==> config.mk <==
export PLATFORM = sky130hd
export DESIGN_NAME = apb_audio_fifo
export DESIGN_NICKNAME = d
export VERILOG_FILES = /design/src/rtl/apb_audio_fifo.sv
export SDC_FILE = /design/constraint.sdc
export NUM_CORES = 1
export LEC_CHECK = 0
export BUFFER_PORTS_ARGS = -buffer_cell sky130_fd_sc_hd__buf_2
export CAP_MARGIN = 0
export CELL_PAD_IN_SITES_DETAIL_PLACEMENT = 0
export CELL_PAD_IN_SITES_GLOBAL_PLACEMENT = 1
export CORE_AREA = 2 2 210 212
export CTS_CLUSTER_DIAMETER = 40
export DETAILED_ROUTE_END_ITERATION = 8
export DIE_AREA = 0 0 212 214
export MAX_ROUTING_LAYER = met4
export PLACE_DENSITY_LB_ADDON = 0.1
export SYNTH_ARGS = -nofsm -noshare
export SYNTH_HDL_FRONTEND = slang
export SYNTH_SLANG_ARGS = --single-unit
==> constraint.sdc <==
create_clock -name PCLK -period 11.52 [get_ports PCLK]
set_input_delay 2.88 -clock PCLK [delete_from_list [all_inputs] [get_ports PCLK]]
set_output_delay 2.88 -clock PCLK [all_outputs]
set_load 0.01 [all_outputs]
==> src/rtl/apb_audio_fifo.sv <==
// APB3 completer buffering 8-bit audio samples in a FIFO and replaying them as PWM,
// one sample per programmable period, with a level/underrun interrupt.
module apb_audio_fifo #(
    parameter int DEPTH = 64,
    parameter int LW    = 7
) (
    input  logic        PCLK,
    input  logic        PRESERN,
    input  logic        PSEL,
    input  logic        PENABLE,
    input  logic        PWRITE,
    input  logic [7:0]  PADDR,
    input  logic [31:0] PWDATA,
    output logic [31:0] PRDATA,
    output logic        PREADY,
    output logic        PSLVERR,
    output logic        PWM_OUT,
    output logic        IRQ
);

    localparam int AW = LW - 1;

    // APB handshake: PREADY is constantly 1, so every access phase (PSEL & PENABLE)
    // completes on the next rising edge; writes commit there, reads are purely combinational.
    logic [5:0] word;
    logic       apb_wr;
    logic       sel_ctrl, sel_status, sel_data, sel_rate, sel_thresh, addr_ok;

    logic          en, irq_en, underrun;
    logic [15:0]   rate, timer;
    logic [LW-1:0] thresh, level;
    logic [AW-1:0] wptr, rptr;
    logic [7:0]    mem [DEPTH];
    logic [7:0]    sample, pwm_cnt;
    logic          pwm_out, irq;

    logic empty, full, push, pop, flush, tick, urun_set;
    logic unused_bits;

    assign word       = PADDR[7:2];
    assign apb_wr     = PSEL & PENABLE & PWRITE;
    assign sel_ctrl   = (word == 6'd0);
    assign sel_status = (word == 6'd1);
    assign sel_data   = (word == 6'd2);
    assign sel_rate   = (word == 6'd3);
    assign sel_thresh = (word == 6'd4);
    assign addr_ok    = sel_ctrl | sel_status | sel_data | sel_rate | sel_thresh;

    assign empty = (level == '0);
    assign full  = (level == LW'(DEPTH));

    // FULL is judged before the edge, so a same-cycle pop never rescues a push.
    assign push     = apb_wr & sel_data & ~full;
    assign flush    = apb_wr & sel_ctrl & PWDATA[1];
    assign tick     = en & (timer == 16'd0);
    assign pop      = tick & ~flush & ~empty;
    assign urun_set = tick & ~flush & empty;

    assign PREADY  = 1'b1;
    assign PSLVERR = PSEL & PENABLE & PWRITE & (~addr_ok | (sel_data & full));
    assign PWM_OUT = pwm_out;
    assign IRQ     = irq;

    assign unused_bits = ^{PADDR[1:0], PWDATA[31:16]};

    always_comb begin
        PRDATA = '0;
        if (PSEL & ~PWRITE) begin
            case (word)
                6'd0: begin
                    PRDATA[0] = en;
                    PRDATA[2] = irq_en;
                end
                6'd1: begin
                    PRDATA[LW-1:0] = level;
                    PRDATA[8]      = empty;
                    PRDATA[9]      = full;
                    PRDATA[10]     = underrun;
                end
                6'd3:    PRDATA[15:0]   = rate;
                6'd4:    PRDATA[LW-1:0] = thresh;
                default: PRDATA = '0;
            endcase
        end
    end

    always_ff @(posedge PCLK) begin
        if (push) mem[wptr] <= PWDATA[7:0];
    end

    always_ff @(posedge PCLK or negedge PRESERN) begin
        if (!PRESERN) begin
            en       <= 1'b0;
            irq_en   <= 1'b0;
            rate     <= 16'h00FF;
            thresh   <= '0;
            underrun <= 1'b0;
            wptr     <= '0;
            rptr     <= '0;
            level    <= '0;
            sample   <= '0;
            timer    <= 16'h00FF;
            pwm_cnt  <= '0;
            pwm_out  <= 1'b0;
            irq      <= 1'b0;
        end else begin
            if (apb_wr & sel_ctrl) begin
                en     <= PWDATA[0];
                irq_en <= PWDATA[2];
            end
            if (apb_wr & sel_rate)   rate   <= PWDATA[15:0];
            if (apb_wr & sel_thresh) thresh <= PWDATA[LW-1:0];

            if (urun_set)
                underrun <= 1'b1;
            else if (apb_wr & sel_status & PWDATA[10])
                underrun <= 1'b0;

            if (flush) begin
                wptr  <= '0;
                rptr  <= '0;
                level <= '0;
            end else begin
                if (push) wptr <= wptr + AW'(1);
                if (pop) begin
                    rptr   <= rptr + AW'(1);
                    sample <= mem[rptr];
                end
                level <= level + LW'(push) - LW'(pop);
            end

            // Held at RATE while disabled, so the first tick lands RATE+1 cycles after EN rises.
            if (!en || timer == 16'd0)
                timer <= rate;
            else
                timer <= timer - 16'd1;

            pwm_cnt <= en ? pwm_cnt + 8'd1 : 8'd0;
            pwm_out <= en & (pwm_cnt < sample);
            irq     <= irq_en & ((level <= thresh) | underrun);
        end
    end

endmodule

==> results.md <==
* Status: finished clean
* Netlist cell types at 62
* Routed len/inst at 23.6 um
* Crit-path cells: buf_2, or4_4, nor3_1, a22oi_1, a21oi_1, buf_2
* WL final at a little over 50000 um
* Die width at 212 um
* Clock Tree Root: clkbuf_16
* Crit path buf inv count at 2
* TritonCTS clock tree: built
* Clock Path Buffers at 3
* Largest net degree at the start of global routing at 70
* Multi-input gate area at 6460 um^2
* Final cell count without fillers at 2145
* Yosys Warn Count at 0
* Synth cell count leaders: edfxtp_1 (512), nor2_1 (108), mux4_2 (96), nand2_1 (75), a22oi_1 (71)
* Most frequent CP cell: buf_2
* Final Worst Setup Slack at 4020 ps
* Initial antenna violation count at 0
* Min Hold Slack at between 400 and 500 ps
* Vias per cell at 5.87
* Reg clk slew, reported paths at 50 ps
* Post-Syn Area at about 24000 um^2
* Placed cells at just over 2k
* Top-count cell post-synth: edfxtp_1
* # setup viols final at 0
* Seq/Total Area, Yosys at 71.4%
* DP Worst Slack at between 4000 and 5000 ps
* Critical-path maximum fanout at 5
* Aggregate global-route resource usage at a little under a quarter
* DRC at 0
* Max_cap viols at 0
* Min cycle time layout at 7500 ps
* Nets at 1576
* Peak supply drop at ~0.14 mV
* Measured slew at the worst slew-check pin at 1150 ps
* Site Rows at between 70 and 80
* Min-Delay Path Class: reg2reg
* Core region area at 42900 um^2
* Fin crit share at 65.1%
* Hold-fix buffer count after cts at 0
* CP peak stage delay at 560 ps
* Vias in the first global route at approximately 13k
* Crit Path Class: in2out
* Setup TNS at 0 ps
* Crit end category: primary output
* Setup bufs post-CTS at 0
* FFs w/ async S/R, synth at approximately an eighth
* Primary FF master, synth: edfxtp_1
* Max H-tree Level at 3
* Mapped Cells at 1439
* Count of endpoints failing hold in the final timing report at 0
* Sink Count at 591
* Cells taking the most area after synthesis: edfxtp_1 (63%), mux4_2 (8.9%), dfrtp_1 (6.5%), mux2i_1 (2.8%), a22oi_1 (2.2%)
* DRT Pass-1 Iters at 5
* FF+latch count, synth at 591
* Pwr Total at 5.80 mW
* Drt initial violations at 990
* Via count at 12.6k
* Post-route ant nets at 0
* Die area at 45400 um^2
* Rel. slew slack at 22.9%
* GP Congestion at 0.823
* Layout cell share with drive strength beyond 1 at 21.9%
* Startpoint Class: input pin
* Layout Skew at 24.1 ps
* Die Span Y at 214 um
* Power Dens Cells at 211 nW/um^2
* Area fraction of the dominant cell type after synthesis at 63.2%
* Final instance area at 27500 um^2
* Leakage at 9.35 nW
* GRT overflow at 0
* WP data arrival at 4620 ps
* Top Family by Delay on Critical Path: simple AND/OR/NAND/NOR gates
* Max Fclk at 0.133 GHz
* Final Util at 64.2%
* Post-synth EDFFs at approximately 510
* Clk_lat worst skew at around 590 ps
* CTS-repair resized insts at 0
* Fillers at 3074
* Synth area leader: edfxtp_1
* RSZ-0062 raised after global routing: false
* First-pass GRT wire length at about 77000 um
* Critical-path top delay cell: or4_4
* CTS Buf Count at 75
* Starting Density at between 50 and 60%
* Port buffer count at 45
* Area after DPL at around 25000 um^2
* Hpwl dp at around 30000 um
* Syn_area_per_cell at 16.9 um^2
* I/O Pins at 81
* Critical Path RT at 8640 ps
* Register area at 17400 um^2
* Area delta synth->final at 13.2%
* Slew Limit Fails at 0
[area by class of cell]
type	instances	area share, %
diodes	1	0.00908
inverters	34	0.463
multi-input cells	738	23.5
well taps	585	2.66
clock buffers	90	7.33
repair buffers	63	1.32
flip-flops and latches	591	63.1
clock inverters	43	1.67
[report_power, final]
group | internal, mW | leakage [nW] | switching (mW)
logic | 0.514 | 2.56 | 0.530
registers | 2.38 | 5.60 | 0.0948
clock network | 1.40 | 1.19 | 0.888
[registers in the layout (all words and copies together), names as in the netlist, 6 cells and up]
name / count
mem: 512
rptr: 6
rate: 16
pwm_cnt: 8
thresh: 7
level: 7
sample: 8
timer: 16
wptr: 6
[logic make-up after synthesis]
kind of cell	share of synthesized area (%)
other	0.0309
AOI/OAI and AO/OA	4.57
and+or+nand+nor	6.40
adders and majority gates	1.47
muxes	12.9
xor gates and xnor gates	0.972
buffers and inverters	2.29
DFF	71.4
[worst paths after layout]
kind | from | endpoint | slack [ps] | depth (start not counted)
min in group asynchronous | PRESERN | IRQ | 2260 | 1
max in group asynchronous | PRESERN | rptr[0] | 8240 | 2
max | PADDR[5] | PRDATA[0] | 4020 | 6
min reg2reg | pwm_cnt[0] | pwm_cnt[0] | 480 | 1
min | pwm_cnt[0] | pwm_cnt[0] | 480 | 1
max reg2reg | timer[4] | level[6] | 7460 | 17
[cell usage in the layout (no fill, tap or decap), drive strengths merged, types with 9 or more instances in the layout]
cell / count
a21oi: 32
a22oi: 71
and2: 12
buf: 63
clkbuf: 90
clkinv: 20
clkinvlp: 9
conb: 17
dfrtp: 63
dfstp: 16
edfxtp: 512
ha: 27
inv: 42
mux2: 27
mux2i: 67
mux4: 96
nand2: 75
nand3: 47
nor2: 108
nor2b: 16
o21ai: 29
xnor2: 15
xor2: 12
[per-layer routing]
| metal | routed length (um) | GRT usage, % | up-vias |
|---|---|---|---|
| met2 | 24000 | 35.0 | 388 |
| met3 | 3080 | 3.93 | 87 |
| met5 | 0 | - | - |
| met1 | 22300 | 34.2 | 6397 |
| met4 | 1290 | 7.89 | 0 |
| li1 | - | - | 5711 |
Power figures use the tool's default switching activity.
